[src/rtl/display_scan_ctrl_pkg.sv]
// Shared code constants, 7-segment patterns and the code-to-segment lookup
// for the multiplexed display path.
package display_pkg;

    localparam logic [3:0] CODE_DASH  = 4'hA;
    localparam logic [3:0] CODE_P     = 4'hB;
    localparam logic [3:0] CODE_E     = 4'hC;
    localparam logic [3:0] CODE_F     = 4'hD;
    localparam logic [3:0] CODE_L     = 4'hE;
    localparam logic [3:0] CODE_BLANK = 4'hF;

    // Active-high patterns ordered {g,f,e,d,c,b,a}
    localparam logic [6:0] SEG_0     = 7'h3F;
    localparam logic [6:0] SEG_1     = 7'h06;
    localparam logic [6:0] SEG_2     = 7'h5B;
    localparam logic [6:0] SEG_3     = 7'h4F;
    localparam logic [6:0] SEG_4     = 7'h66;
    localparam logic [6:0] SEG_5     = 7'h6D;
    localparam logic [6:0] SEG_6     = 7'h7D;
    localparam logic [6:0] SEG_7     = 7'h07;
    localparam logic [6:0] SEG_8     = 7'h7F;
    localparam logic [6:0] SEG_9     = 7'h6F;
    localparam logic [6:0] SEG_DASH  = 7'h40;
    localparam logic [6:0] SEG_P     = 7'h73;
    localparam logic [6:0] SEG_E     = 7'h79;
    localparam logic [6:0] SEG_F     = 7'h71;
    localparam logic [6:0] SEG_L     = 7'h38;
    localparam logic [6:0] SEG_BLANK = 7'h00;

    function automatic logic [6:0] code_to_seg(input logic [3:0] code);
        logic [6:0] seg;
        case (code)
            4'h0:       seg = SEG_0;
            4'h1:       seg = SEG_1;
            4'h2:       seg = SEG_2;
            4'h3:       seg = SEG_3;
            4'h4:       seg = SEG_4;
            4'h5:       seg = SEG_5;
            4'h6:       seg = SEG_6;
            4'h7:       seg = SEG_7;
            4'h8:       seg = SEG_8;
            4'h9:       seg = SEG_9;
            CODE_DASH:  seg = SEG_DASH;
            CODE_P:     seg = SEG_P;
            CODE_E:     seg = SEG_E;
            CODE_F:     seg = SEG_F;
            CODE_L:     seg = SEG_L;
            default:    seg = SEG_BLANK;
        endcase
        return seg;
    endfunction

endpackage

[src/rtl/display_scan_ctrl_seg_decoder.sv]
// Combinational digit decoder: code + dp + dark -> active-high {dp,g,f,e,d,c,b,a}.
// Zero latency; output polarity is left to the parent.
module seg_decoder
    import display_pkg::*;
(
    input  logic [3:0] code,
    input  logic       dp,
    input  logic       dark,
    output logic [7:0] seg
);

    always_comb begin
        seg = 8'h00;
        if (!dark) begin
            seg = {dp, code_to_seg(code)};
        end
    end

endmodule

[src/rtl/display_scan_ctrl.sv]
// Multiplexed 7-segment scanner with per-frame input snapshot, blank, blink and dp.
// Optional DISPLAY_SCAN_DIM_EN adds a Brightness input that shortens the anode duty per slot.
module display_scan_ctrl
    import display_pkg::*;
#(
    parameter int NUM_DIGITS       = 4,
    parameter int DIV_MAX          = 104165,
    parameter int BLINK_FRAMES     = 64,
    parameter bit ANODE_ACTIVE_LOW = 1'b1,
    parameter bit SEG_ACTIVE_LOW   = 1'b1
) (
    input  logic                    Clk,
    input  logic                    Reset,
    input  logic [4*NUM_DIGITS-1:0] Codes,
    input  logic [NUM_DIGITS-1:0]   DpMask,
    input  logic [NUM_DIGITS-1:0]   BlankMask,
    input  logic [NUM_DIGITS-1:0]   BlinkMask,
`ifdef DISPLAY_SCAN_DIM_EN
    input  logic [2:0]              Brightness,
`endif
    output logic [NUM_DIGITS-1:0]   Anodes,
    output logic [7:0]              Cathodes,
    output logic                    FrameStart
);

    localparam int PW = (DIV_MAX > 0) ? $clog2(DIV_MAX + 1) : 1;
    localparam int IW = $clog2(NUM_DIGITS);
    localparam int BW = (BLINK_FRAMES > 1) ? $clog2(BLINK_FRAMES) : 1;

    logic [PW-1:0]           prescaler_q, prescaler_d;
    logic [IW-1:0]           index_q, index_d;
    logic [4*NUM_DIGITS-1:0] sh_codes_q, sh_codes_d;
    logic [NUM_DIGITS-1:0]   sh_dp_q, sh_dp_d;
    logic [NUM_DIGITS-1:0]   sh_blank_q, sh_blank_d;
    logic [NUM_DIGITS-1:0]   sh_blink_q, sh_blink_d;
    logic [BW-1:0]           blink_cnt_q, blink_cnt_d;
    logic                    phase_off_q, phase_off_d;
    logic                    running_q, running_d;
    logic [NUM_DIGITS-1:0]   anodes_q, anodes_d;
    logic [7:0]              cathodes_q, cathodes_d;
    logic                    frame_start_q, frame_start_d;
`ifdef DISPLAY_SCAN_DIM_EN
    logic [2:0]              sh_bright_q, sh_bright_d;
    logic [31:0]             dim_thresh;
`endif

    logic                    tick, wrap, dark, anode_on;
    logic [3:0]              code_sel;
    logic [7:0]              seg_act;
    logic [NUM_DIGITS-1:0]   anode_act;

    always_ff @(posedge Clk or posedge Reset) begin
        if (Reset) begin
            prescaler_q   <= '0;
            index_q       <= IW'(NUM_DIGITS - 1);
            sh_codes_q    <= {NUM_DIGITS{CODE_BLANK}};
            sh_dp_q       <= '0;
            sh_blank_q    <= '1;
            sh_blink_q    <= '0;
            blink_cnt_q   <= '0;
            phase_off_q   <= 1'b0;
            running_q     <= 1'b0;
            anodes_q      <= ANODE_ACTIVE_LOW ? '1 : '0;
            cathodes_q    <= SEG_ACTIVE_LOW ? 8'hFF : 8'h00;
            frame_start_q <= 1'b0;
`ifdef DISPLAY_SCAN_DIM_EN
            sh_bright_q   <= 3'd7;
`endif
        end else begin
            prescaler_q   <= prescaler_d;
            index_q       <= index_d;
            sh_codes_q    <= sh_codes_d;
            sh_dp_q       <= sh_dp_d;
            sh_blank_q    <= sh_blank_d;
            sh_blink_q    <= sh_blink_d;
            blink_cnt_q   <= blink_cnt_d;
            phase_off_q   <= phase_off_d;
            running_q     <= running_d;
            anodes_q      <= anodes_d;
            cathodes_q    <= cathodes_d;
            frame_start_q <= frame_start_d;
`ifdef DISPLAY_SCAN_DIM_EN
            sh_bright_q   <= sh_bright_d;
`endif
        end
    end

    // Scan timing, snapshot and blink state all advance together on the frame wrap.
    always_comb begin
        tick          = (prescaler_q == PW'(DIV_MAX));
        wrap          = tick && (index_q == IW'(NUM_DIGITS - 1));
        prescaler_d   = tick ? '0 : prescaler_q + PW'(1);
        index_d       = index_q;
        sh_codes_d    = sh_codes_q;
        sh_dp_d       = sh_dp_q;
        sh_blank_d    = sh_blank_q;
        sh_blink_d    = sh_blink_q;
        blink_cnt_d   = blink_cnt_q;
        phase_off_d   = phase_off_q;
        running_d     = running_q | wrap;
        frame_start_d = wrap;
`ifdef DISPLAY_SCAN_DIM_EN
        sh_bright_d   = sh_bright_q;
`endif
        if (tick) begin
            index_d = wrap ? '0 : index_q + IW'(1);
        end
        if (wrap) begin
            sh_codes_d = Codes;
            sh_dp_d    = DpMask;
            sh_blank_d = BlankMask;
            sh_blink_d = BlinkMask;
`ifdef DISPLAY_SCAN_DIM_EN
            sh_bright_d = Brightness;
`endif
            if (blink_cnt_q == BW'(BLINK_FRAMES - 1)) begin
                blink_cnt_d = '0;
                phase_off_d = ~phase_off_q;
            end else begin
                blink_cnt_d = blink_cnt_q + BW'(1);
            end
        end
    end

    // Outputs are computed from next-state values so they switch on the tick edge itself.
    always_comb begin
        code_sel = sh_codes_d[4*int'(index_d) +: 4];
        dark     = sh_blank_d[index_d] | (sh_blink_d[index_d] & phase_off_d);
        anode_on = running_d;
`ifdef DISPLAY_SCAN_DIM_EN
        dim_thresh = (32'(DIV_MAX + 1) * (32'(sh_bright_d) + 32'd1)) >> 3;
        anode_on   = running_d && (32'(prescaler_d) < dim_thresh);
`endif
        anode_act  = anode_on ? ({{(NUM_DIGITS-1){1'b0}}, 1'b1} << index_d) : '0;
        anodes_d   = ANODE_ACTIVE_LOW ? ~anode_act : anode_act;
        cathodes_d = SEG_ACTIVE_LOW ? ~seg_act : seg_act;
    end

    seg_decoder u_seg_decoder (
        .code (code_sel),
        .dp   (sh_dp_d[index_d]),
        .dark (dark),
        .seg  (seg_act)
    );

    assign Anodes     = anodes_q;
    assign Cathodes   = cathodes_q;
    assign FrameStart = frame_start_q;

endmodule

[config.mk]
export PLATFORM = sky130hd
export DESIGN_NAME = display_scan_ctrl
export DESIGN_NICKNAME = d
export VERILOG_FILES = /design/src/rtl/display_scan_ctrl_pkg.sv /design/src/rtl/display_scan_ctrl_seg_decoder.sv /design/src/rtl/display_scan_ctrl.sv
export SDC_FILE = /design/constraint.sdc
export NUM_CORES = 1
export LEC_CHECK = 0
export ABC_CLOCK_PERIOD_IN_PS = 8300
export CAP_MARGIN = 10
export CORE_ASPECT_RATIO = 1.2
export CORE_MARGIN = 8
export CORE_UTILIZATION = 60
export CTS_CLUSTER_DIAMETER = 30
export DETAILED_ROUTE_END_ITERATION = 12
export DONT_BUFFER_PORTS = 1
export PLACE_DENSITY_LB_ADDON = 0.1
export SLEW_MARGIN = 10
export SYNTH_ARGS = -nofsm -noshare
export SYNTH_HDL_FRONTEND = slang
export SYNTH_SLANG_ARGS = --single-unit
export TNS_END_PERCENT = 1
[constraint.sdc]
create_clock -name Clk -period 8.3 [get_ports Clk]
set_clock_uncertainty 0.15 [all_clocks]
set_input_delay 0.415 -clock Clk [delete_from_list [all_inputs] [get_ports Clk]]
set_output_delay 0.415 -clock Clk [all_outputs]
set_load 0.01 [all_outputs]
======== After elaboration in Yosys (flattened, before gate mapping) ========
Memories as Yosys holds them, arrays and structs flattened.
Index checks and enable logic that the tools add are counted.
operators by class
  add/sub/neg operators ................... 3
  $lt $le $gt $ge ......................... 1
  equal/unequal tests ..................... 3
  shift-type cells ........................ 2
  mux-type cells .......................... 18
  bitwise operators ....................... 6
  reductions and logical operators ........ 1
operators by type and width
  operator                 count
  $add A17 B1 Y17 const B  1
  $eq A17 B17 Y1 const B   1
  $mux W17                 1
  $mux W16                 1
  $mux W4                  4
  $shiftx A16 B5 Y4        1
  $mux W8                  1
  $not A8 Y8               1
  $add A6 B1 Y6 const B    1
  $bmux W1 S2              3
  $eq A6 B6 Y1 const B     1
  $mux W6                  1
  $mux W1                  5
  $mux W2                  2
  $not A4 Y4               1
  $shl A1 B2 Y4 const A    1
  $lt A2 B3 Y1 const B     1
  $add A2 B1 Y2 const B    1
  $eq A2 B2 Y1 const B     1
  $or A1 B1 Y1             2
  $and A1 B1 Y1            1
  $logic_and A1 B1 Y1      1
  $not A1 Y1               1
storage, ports and cells
  register bits after elaboration ......... 68
  memory bits (read-only) ................. 112
  input bits .............................. 30
  output and inout bits ................... 13
  logic and storage cells ................. 47
  memories ................................ 1
memory list
  memory           depth  bits a word  rd ports  clocked after memory_dff  write ports  RTL line                     RTL
  (no name shown)  16     7            1         0                         0            display_scan_ctrl_pkg.sv:32  case (code)

======== Longest topological paths before layout ========
Gate-level depths: netlist of run 1.
  depth after elaboration ................. 10
  mapped depth ............................ 13
  mapped depth without buffers ............ 12

======== Cells and area by module ========
Synthesis of run 1 repeated with hierarchy kept, for this count alone.
second synthesis, totals
  cell total of the unflattened synthesis .. 307
  area, all modules ....................... 3422.0 um^2
modules (own cells, without submodules)
  module             times used  cells an instance  area an instance (um^2)  sequential area each (um^2)
  display_scan_ctrl  1           269                3131.8                   1744.2
  seg_decoder        1           38                 290.3                    0.0

======== Least setup slack after synthesis of run 1 ========
No wires, ideal clock.
  kind .................................... register to register
  from .................................... register prescaler_q[8]
  to ...................................... register cathodes_q[6] (netlist: Cathodes[6])
  library setup time ...................... 0.078 ns
  arrival time ............................ 3.714 ns
  data required time ...................... 8.072 ns
  path slack .............................. 4.358 ns
  stages on the path, launching flop included .. 10
  buffers on the path ..................... 0
  period minus slack after synthesis ...... 3.942 ns
  path through ............................ dfrtp_1 > or4b_4 > nor4_4 > mux2i_1 > mux4_2 > mux2i_1 > inv_1 > ha_1 > or3b_1 > a31o_1
between the ends
  longest elaborated chain between the ends .. 10
  elaborated cells between the ends (all ways) .. 18
  classes of those cells .................. 1 x eq/ne; 1 x shift; 11 x mux; 3 x bitwise; 1 x reduce/logical; 1 x memory
RTL lines
  element                                                 RTL line                             RTL
  start: declaration                                      display_scan_ctrl.sv:30              logic [PW-1:0] prescaler_q, prescaler_d;
  start signal: assignment                                display_scan_ctrl.sv:70              prescaler_q <= prescaler_d;
  $eq A17 B17 Y1 *                                        display_scan_ctrl.sv:90              tick = (prescaler_q == PW'(DIV_MAX));
  branches (longest 7 deep; another with $mem_v2 Z16 W7)  -
  $mux W8 *                                               display_scan_ctrl_seg_decoder.sv:14  if (!dark) begin
  $not A8 Y8 *                                            display_scan_ctrl.sv:136             cathodes_d = SEG_ACTIVE_LOW ? ~seg_act : seg_act;
  via cathodes_d[6]                                       display_scan_ctrl.sv:40              logic [7:0] cathodes_q, cathodes_d;
  end signal: assignment                                  display_scan_ctrl.sv:64              cathodes_q <= SEG_ACTIVE_LOW ? 8'hFF : 8'h00;
  end signal: assignment                                  display_scan_ctrl.sv:80              cathodes_q <= cathodes_d;
  end: declaration                                        display_scan_ctrl.sv:40
Mark *: on every way through the listed nets, which the timed path passes. The select of a mux whose other input is x is not followed.
A chain may end at the register's enable or synchronous reset.

======== Final worst setup path of run 1 ========
Ends and elaborated chain as after synthesis.

==> results of run 1 <==
==> metrics by stage <==
step	cells	power, mW	setup WS [ps]	utilization
after floorplan	327	0.3532	4358	-
after global placement	383	0.3569	4024	0.6278
after detailed placement	383	0.3571	3925	0.6278
after CTS	414	0.6872	3920	0.6969
after global routing	414	0.6999	3666	0.6969
final	414	0.6799	3917	0.6969
==> flip-flops by register name (all words and copies together) (netlist names) <==
name and cells:
sh_blank_q 4, running_q 1, sh_dp_q 4, index_q 2, Cathodes 8, blink_cnt_q 6
Anodes 4, sh_codes_q 16, prescaler_q 17, FrameStart 1, sh_blink_q 4, phase_off_q 1
==> cell families (layout without fill, tap and decap cells) <==
logic type / count (synthesis) / count (layout) / synth area share
DFF: 68 / 68 / 0.5025
muxes: 32 / 32 / 0.1424
AOI/OAI and AO/OA: 31 / 31 / 0.05912
adders and majority gates: 10 / 10 / 0.03605
xor gates and xnor gates: 15 / 15 / 0.03785
buffers and inverters: 23 / 46 / 0.02632
and+or+nand+nor: 148 / 148 / 0.1957
==> per-layer routing <==
layer	GRT usage	wire length [microns]	up-vias
li1	-	-	1155
met1	0.1940	2869	1100
met2	0.2727	3234	55
met3	0.04538	370	10
met4	0.07568	115	0
met5	0	0	-
==> critical path, cell delays in order, from the launching register on <==
cell and delay, ps:
dfrtp_1 400, or4b_4 550, nor4_4 250, buf_4 290, mux2i_1 810, mux4_2 410, mux2i_1 470, inv_1 150
ha_1 250, or3b_1 370, a31o_1 210
==> power by group through the flow <==
stage	Sequential (mW)	Combinational, mW	Clock (mW)
6_report	0.335	0.0216	0.323
3_5_place_dp	0.341	0.0164	0
5_1_grt	0.335	0.0242	0.341
2_1_floorplan	0.340	0.0127	0
4_1_cts	0.335	0.0221	0.330
3_3_place_gp	0.341	0.0162	0
==> timing repair <==
item	4_1_cts	5_1_grt
hold buffers	15	0
resized for setup	0	0
hold endpoints to repair	15	0
==> cells in the final DEF, fill, tap and decap left out, types with 3 or more instances in the layout <==
cell type and count:
clkbuf_8 9, dfrtp_1 34, inv_1 8, nand4_1 4, a21oi_1 6, mux4_1 3, nand2_1 89, buf_4 5
dlygate4sd3_1 15, a21o_1 5, o21ai_0 9, mux2i_1 10, xnor2_1 7, ha_1 10, nand3_1 10, and3_1 3
mux2_2 10, dfstp_2 34, nor2_1 20, mux4_2 8, nand2b_1 5, bufinv_16 3, xor2_1 8
==> worst paths after layout <==
check                                             endpoint  cells past startpoint
worst max-delay path                 Cathodes[6]$_DFF_PP1_                     10
worst min-delay path               sh_blank_q[1]$_DFF_PP1_                      2
worst max register to register       Cathodes[6]$_DFF_PP1_                     10
worst min register to register    sh_codes_q[13]$_DFF_PP1_                      2
max in group asynchronous         prescaler_q[4]$_DFF_PP0_                      2
min in group asynchronous       blink_cnt_q[3]$_DFFE_PP0N_                      2
==> final cells by class <==
class | count | area [sq um]
clock buffers | 9 | 123.9
flip-flops and latches | 68 | 1744
clock inverters | 7 | 115.1
well taps | 64 | 80.08
repair buffers | 20 | 187.7
inverters | 10 | 37.54
multi-input cells | 236 | 1635
fillers | 421 | 1707
==> out/qor.csv, run 1 <==
metric,value,unit
number of global-route vias before repair,2391,
RD Place Congestion,0.7623,
R2R setup slack,3920,ps
Placement Cell Area,0.003535,sq mm
"Clk Latency, worst-skew pair",340,ps
layout cells sized above 1,0.2286,
initial antenna violation count,0,
post-route ant nets,0,
Sink Count,68,
Yosys warnings,0,
Core Area,0.005630,sq mm
"wirelength, routed",6589,microns
"EDFF count, synth",0,
CP required,8420,ps
R2R Path Start,prescaler_q[8]$_DFF_PP0_,
CTS tree,done,
CP Launch Type,register,
top_reg_cell synth,dfstp_2,
Switch Pwr,0.1366,mW
Root Driver,clkbuf_8,
DP Wirelength,4475,microns
global route total overflow,0,
TritonRoute pass-1 iters,4,
top post-synthesis cells by area,"dfstp_2 26%, dfrtp_1 25%, nand2_1 9.6%",
top fanout value on the critical path,19,
largest net degree at the start of global routing,69,
RSZ-0062 raised after global routing,false,
Arrival @ worst endpoint,4500,ps
routed len/inst,15.92,microns
sw frac,0.2009,
All-Layer GR Usage,0.1649,
count of final setup violators,0,
Hold Slack,14.68,ps
start point of the critical path,prescaler_q[8]$_DFF_PP0_,
TNS Setup,0,ps
Post-CTS Setup Repair Bufs,0,
Max Cap Violations,0,
Leak,1.686,nW
top-count cell post-synth,nand2_1,
Max Fclk,0.2282,GHz
cell-internal power,0.5433,mW
status,finished clean,
via total after detailed routing,2320,
final worst path period need,4383,ps
Max-slew headroom,0.3669,
Reg power frac,0.493,
Die Area,0.008484,sq mm
IO Count,43,
Post-Synthesis Net Count,367,
n_diodes,0,
Yosys reg bits,68,
via-per-instance ratio,5.604,
fin area,0.003924,sq mm
Comb power frac,0.032,
Worst Hold Class,input pin to register,
die width,85.43,microns
Synth area leader,dfstp_2,
Final Hold Fails,0,
critical path endpoint category,register,
Max Buffers Root-to-Sink,2,
H-tree depth,3,
register area share after synthesis,0.5025,
Syn Area/Cell,10.61,sq um
Final Cycle Share,0.5281,
Port Buffer Count,0,
first-pass GRT wire length,11250,microns
"Clk pin slew, worst setup/hold paths",70,ps
VDD IR max,102.6,uV
Area Growth Syn to Fin,13.05,%
Async SR Flop Fraction,1.000,
DRC Markers,0,
Cells after Synth,327,
Die Span Y,99.32,microns
P per Cell Area,173.3,mW/mm^2
Setup Crit Path Kind,register to register,
Max Slew Vio Count,0,
Clock Power Share,0.475,
final net count,385,
FP Rows,30,
Post-synth top cells,"89 x nand2_1, 34 x dfrtp_1, 34 x dfstp_2",
initial core utilization,0.6164,
mapped cell area,0.003471,sq mm
total CTS buffers,9,
Initial DRC Count,66,
Worst-Margin Slew,923.2,ps
post-synth cell types,47,
Hold Startpoint,BlankMask[1],
area share of the largest cell type after synthesis,0.2574,
(Power assumes the default switching activity.)
==> run 2: changes to the inputs <==
Settings changed: ABC_CLOCK_PERIOD_IN_PS 8300 to 4460.
Clock period 8.3 ns to 4.46 ns, I/O delays scaled along.
==> run 2 against run 1 <==
Via count is 6.3% higher; power is 99% higher; clock power is 110% higher; largest power group is now the clock network.
==> out/qor.csv, run 2 (synthesized netlist as in run 1, its figures left out) <==
metric,value,unit,change
layout cells sized above 1,0.2262,,-0.002413
Max Slew Vio Count,0,,unchanged
Worst-Margin Slew,819.4,ps,-103.8 ps
H-tree depth,3,,unchanged
Leak,1.778,nW,+5.5%
total CTS buffers,9,,unchanged
final std cells w/o fill,431,,+4.1%
Setup Crit Path Kind,register to register,,
Critical Path Stages,9,,-1
fin util,0.7316,,+0.03467
VDD IR max,318.5,uV,+210%
status,finished clean,,
largest net degree at the start of global routing,69,,unchanged
initial antenna violation count,0,,unchanged
area of the multi-input gates,0.001635,sq mm,unchanged
PostCTS Resize Cnt,0,,unchanged
Worst Hold Class,register to register,,
Max Cap Violations,0,,unchanged
first-pass GRT wire length,12600,microns,+12%
Max Buffers Root-to-Sink,2,,unchanged
Area Growth Syn to Fin,18.67,%,
family with the most delay on the worst path,simple AND/OR/NAND/NOR gates,,
Final Hold Fails,0,,unchanged
CP required,4590,ps,-3830 ps
Root Driver,clkbuf_8,,
most frequent cells in the layout,"89 x nand2_1, 34 x dfstp_2, 34 x dfrtp_1",,
Arrival @ worst endpoint,4040,ps,-460 ps
die width,85.43,microns,unchanged
worst setup path end,Cathodes[6]$_DFF_PP1_,,
Sink Count,68,,unchanged
R2R Path Start,prescaler_q[8]$_DFF_PP0_,,
placed cells,386,,+0.78%
"wirelength, routed",7172,microns,+8.8%
TritonRoute pass-1 iters,4,,unchanged
FF-to-FF End,Cathodes[6]$_DFF_PP1_,,
DP Wirelength,4833,microns,+8.0%
global route total overflow,0,,unchanged
initial core utilization,0.6164,,unchanged
FP Rows,30,,unchanged
count of final setup violators,0,,unchanged
Port Buffer Count,0,,unchanged
max FFs per register,17,,unchanged
Core Area,0.005630,sq mm,unchanged
post-route ant nets,0,,unchanged
RD Place Congestion,0.7425,,-2.6%
routed len/inst,16.64,microns,+4.6%
Max-slew headroom,0.4537,,+0.08682
Hold Startpoint,sh_blank_q[3]$_DFF_PP1_,,
worst path cell trace,"or4b_4, nor4_4, nand2_4, mux4_2, mux2i_1, inv_1, ha_1, or3b_1, a31o_1",,
P per Cell Area,328.7,mW/mm^2,+90%
Worst Path Buf+Inv,1,,-1
All-Layer GR Usage,0.1893,,+0.02444
number of global-route vias before repair,2635,,+10%
"most common cell after layout, fill and taps aside",nand2_1,,
Worst R2R Path Depth,9,,-1
fillers,384,,-8.8%
top fanout value on the critical path,23,,+4
Max Fclk,0.2555,GHz,+12%
final worst path period need,3914,ps,-468.9 ps
critical path endpoint category,register,,
via total after detailed routing,2465,,+6.3%
via-per-instance ratio,5.719,,+2.1%
RSZ-0062 raised after global routing,false,,
register area,0.001744,sq mm,unchanged
DRC Markers,0,,unchanged
Final Cycle Share,0.8776,,+0.3495
start point of the critical path,prescaler_q[8]$_DFF_PP0_,,
Die Area,0.008484,sq mm,unchanged
largest reg by FF count,prescaler_q,,
CP max stage cell,or4b_4,,
IO Count,43,,unchanged
R2R setup slack,550,ps,-3370 ps
CP peak stage delay,550,ps,-260 ps
Die Span Y,99.32,microns,unchanged
final net count,402,,+4.4%
CP Launch Type,register,,
"Clk pin slew, worst setup/hold paths",70,ps,about the same
"Clk Latency, worst-skew pair",350,ps,about the same
n_diodes,0,,unchanged
Initial DRC Count,157,,+140%
TNS Setup,0,ps,unchanged
CTS tree,done,,
[run 2: cell count changes in the layout (fill, tap and decap cells not counted), sizes merged]
cell	before	now
clkinvlp	2	0
clkbuf	9	10
bufinv	3	4
dlygate4sd3	15	29
buf	5	8
inv	9	10
clkinv	3	2
[run 2: power breakdown]
part / internal (mW) / total, mW / leakage (nW) / switching [mW]
clock network: 0.444 / 0.680 / 0.137 / 0.235
registers: 0.622 / 0.624 / 0.782 / 0.00165
logic: 0.0281 / 0.0508 / 0.859 / 0.0227
total: 1.09 / 1.35 / 1.78 / 0.260
[run 2: worst min path at each step]
| stage | endpoint | slack, ps | depth (start not counted) |
|---|---|---|---|
| global placement | sh_codes_q[1]$_DFF_PP1_ | 160 | 2 |
| finish | sh_blank_q[3]$_DFF_PP1_ | 310 | 2 |
| detailed placement | sh_codes_q[9]$_DFF_PP1_ | 160 | 2 |
| floorplan | sh_blank_q[1]$_DFF_PP1_ | 160 | 2 |
| CTS | sh_codes_q[9]$_DFF_PP1_ | 310 | 2 |
| global route | sh_codes_q[4]$_DFF_PP1_ | 330 | 2 |
[run 2: stage by stage]
| stage | total power, mW | instance area [sq um] | setup WS, ps | hold WS, ps |
|---|---|---|---|---|
| floorplan | 0.6573 | 3471 | 518.1 | 156.0 |
| global placement | 0.6639 | 3557 | 676.5 | 158.2 |
| detailed placement | 0.6647 | 3557 | 530.5 | 161.7 |
| CTS | 1.366 | 4119 | 520.1 | 308.3 |
| global route | 1.392 | 4119 | 296.5 | 327.4 |
| finish | 1.354 | 4119 | 546.0 | 309.9 |
[run 2: worst min-delay path, cell delays in order (launching register included)]
cell and delay [ps]:
dfstp_2 370, nand2_1 50, nand2_1 40
[run 2: repair_timing]
action,CTS,global route
setup buffers,0,0
hold buffers,29,0
hold endpoints to repair,62,0
[run 2: layout make-up]
cell class | count | area share
timing repair buffer | 37 | 0.08505
clock buffer | 10 | 0.03341
sequential | 68 | 0.4235
multi-input combinational | 236 | 0.3970
tap | 64 | 0.01944
inverter | 10 | 0.009113
clock inverter | 6 | 0.03250
[run 2: routing by layer]
layer / wire length [microns] / part of all wire / GRT usage
met3: 369 / 0.051 / 0.05116
met2: 3488 / 0.49 / 0.2984
met5: 0 / 0 / 0
met1: 3047 / 0.42 / 0.2238
met4: 267 / 0.037 / 0.1189
==> run 3: changes to the inputs <==
==> constraint.sdc (replaced) <==
create_clock -name Clk -period 4.46 [get_ports Clk]
set_clock_uncertainty 0.15 [all_clocks]
set_input_delay 0.892 -clock Clk [delete_from_list [all_inputs] [get_ports Clk]]
set_output_delay 0.892 -clock Clk [all_outputs]
set_load 0.01 [all_outputs]
==> run 3 against run 2 <==
First-iteration DRC count down 14%; hold slack worse by 2.0 ps; combinational power is 42% lower; fmax grew 3.6%; global-route usage is 1.4 points lower; sequential power barely moved; highest routed layer unchanged.
==> out/qor.csv, run 3 (synthesized netlist as in run 1, its figures left out) <==
metric,value,unit,change
final worst path period need,3778,ps,-135.6 ps
TNS Setup,0,ps,unchanged
Final Cycle Share,0.8472,,-0.03041
CTS tree,done,,
Clock Power Share,0.453,,-0.049
initial core utilization,0.6164,,unchanged
RD Place Congestion,0.8125,,+9.4%
largest net degree at the start of global routing,39,,-43%
Area Growth Syn to Fin,8.940,%,
FP Rows,30,,unchanged
worst setup margin,681.7,ps,+135.6 ps
Worst Path Buf+Inv,2,,+1
layout cells sized above 1,0.2419,,+0.01573
"Clk pin slew, worst setup/hold paths",70,ps,about the same
post-route ant nets,0,,unchanged
Die Area,0.008484,sq mm,unchanged
Post-CTS Setup Repair Bufs,0,,unchanged
max FFs per register,17,,unchanged
most frequent cells in the layout,"89 x nand2_1, 34 x dfstp_2, 34 x dfrtp_1",,
sw frac,0.2014,,+0.009505
TritonRoute pass-1 iters,5,,+1
final std cells w/o fill,403,,-6.5%
Final Hold Fails,0,,unchanged
"most used cell, CP",mux2i_1,,
Sink Count,68,,unchanged
Max Cap Violations,0,,unchanged
routed len/inst,17.10,microns,+2.7%
All-Layer GR Usage,0.1756,,-0.01365
Port Buffer Count,0,,unchanged
Critical Path Stages,10,,+1
Worst Hold Class,register to register,,
fin area,0.003781,sq mm,-8.2%
Comb power frac,0.025,,-0.012
count of final setup violators,0,,unchanged
hold buffer count at CTS,0,,-100%
final net count,374,,-7.0%
CP Launch Type,register,,
die width,85.43,microns,unchanged
Hold Slack,307.9,ps,-2.029 ps
Reg power frac,0.523,,+0.062
IO Count,43,,unchanged
largest reg by FF count,prescaler_q,,
CP peak stage delay,560,ps,about the same
global route total overflow,0,,unchanged
Max Fclk,0.2647,GHz,+3.6%
worst path cell trace,"or4b_4, nor4_4, mux2i_1, buf_4, mux4_2, mux2i_1, inv_1, ha_1, or3b_1, a31o_1",,
CP max stage cell,or4b_4,,
DRC Markers,0,,unchanged
P per Cell Area,315.7,mW/mm^2,-4.0%
family with the most delay on the worst path,simple AND/OR/NAND/NOR gates,,
Worst R2R Path Depth,10,,+1
"Clk Latency, worst-skew pair",340,ps,about the same
fillers,440,,+15%
first-pass GRT wire length,11710,microns,-7.1%
n_diodes,0,,unchanged
total CTS buffers,9,,unchanged
Root Driver,clkbuf_8,,
VDD IR max,196.5,uV,-38%
RSZ-0062 raised after global routing,false,,
DP Wirelength,5023,microns,+3.9%
Core Area,0.005630,sq mm,unchanged
Switch Pwr,0.2404,mW,-7.5%
"most common cell after layout, fill and taps aside",nand2_1,,
Setup Crit Path Kind,register to register,,
PostCTS Resize Cnt,0,,unchanged
critical path endpoint category,register,,
pre-CTS WS,667.8,ps,+137.3 ps
via total after detailed routing,2336,,-5.2%
Max Buffers Root-to-Sink,2,,unchanged
Initial DRC Count,135,,-14%
Placement Cell Area,0.003565,sq mm,+0.21%
Worst-Margin Slew,777.9,ps,-41.51 ps
CP required,4590,ps,about the same
"wirelength, routed",6890,microns,-3.9%
H-tree depth,3,,unchanged
Max-slew headroom,0.4779,,+0.02420
Hold Path Stages,2,,unchanged
via-per-instance ratio,5.797,,+1.4%
Max Slew Vio Count,0,,unchanged
number of global-route vias before repair,2423,,-8.0%
cell-internal power,0.9533,mW,-13%
initial antenna violation count,0,,unchanged
Die Span Y,99.32,microns,unchanged
Leak,1.635,nW,-8.1%
placed cells,387,,+0.26%
Arrival @ worst endpoint,3910,ps,-130 ps
status,finished clean,,
top fanout value on the critical path,10,,-57%
run 3: cell types whose count changed in the layout (fill, tap and decap cells not counted):
cell,before,now
clkbuf_8,10,13
o21ai_1,0,1
inv_6,1,0
buf_4,8,9
dlygate4sd3_1,29,0
bufinv_16,4,1
clkinv_2,1,0
clkbuf_1,0,2
o21ai_0,9,8
run 3: layout make-up:
cell class                      count  area [sq um]  area share
Clock buffer                       15         186.4     0.04931
Clock inverter                      1         30.03    0.007942
Inverter                           10         37.54    0.009927
Multi-Input combinational cell    236          1635      0.4325
Sequential cell                    68          1744      0.4613
Tap cell                           64         80.08     0.02118
Timing Repair Buffer                9         67.56     0.01787
run 3: through the flow:
stage | power [mW] | util
after floorplan | 0.6573 | -
after global placement | 0.6637 | 0.6331
after detailed placement | 0.6648 | 0.6331
after CTS | 1.204 | 0.6716
after global routing | 1.231 | 0.6716
final | 1.194 | 0.6716
run 3: path summary, 6_finish.rpt:
| check | from | to | slack [ps] |
|---|---|---|---|
| setup / recovery | prescaler_q[8]$_DFF_PP0_ | Cathodes[6]$_DFF_PP1_ | 680 |
| hold / removal | sh_blank_q[3]$_DFF_PP1_ | sh_blank_q[3]$_DFF_PP1_ | 310 |
| setup reg to reg | prescaler_q[8]$_DFF_PP0_ | Cathodes[6]$_DFF_PP1_ | 680 |
| hold reg to reg | sh_blank_q[3]$_DFF_PP1_ | sh_blank_q[3]$_DFF_PP1_ | 310 |
| max in group asynchronous | Reset | sh_codes_q[6]$_DFF_PP1_ | 2820 |
| min in group asynchronous | Reset | prescaler_q[3]$_DFF_PP0_ | 370 |
run 3: power groups by stage:
stage | Sequential [mW] | Clock, mW | Combinational, mW
4_1_cts | 0.624 | 0.550 | 0.0308
2_1_floorplan | 0.634 | 0 | 0.0237
3_3_place_gp | 0.634 | 0 | 0.0297
5_1_grt | 0.624 | 0.574 | 0.0338
6_report | 0.624 | 0.540 | 0.0297
3_5_place_dp | 0.634 | 0 | 0.0307
run 3: worst min-delay path, delay by kind of cell, from the launching register on:
family | cells | cell delay, ps
flops | 1 | 370
simple gates | 2 | 100
run 3: routing by layer:
metal  GRT usage  vias up  share of wire
li1            -     1123              -
met1      0.2052     1152           0.43
met2      0.2871       50           0.49
met3     0.06188       11          0.062
met4     0.07027        0          0.017
met5           0        -              0
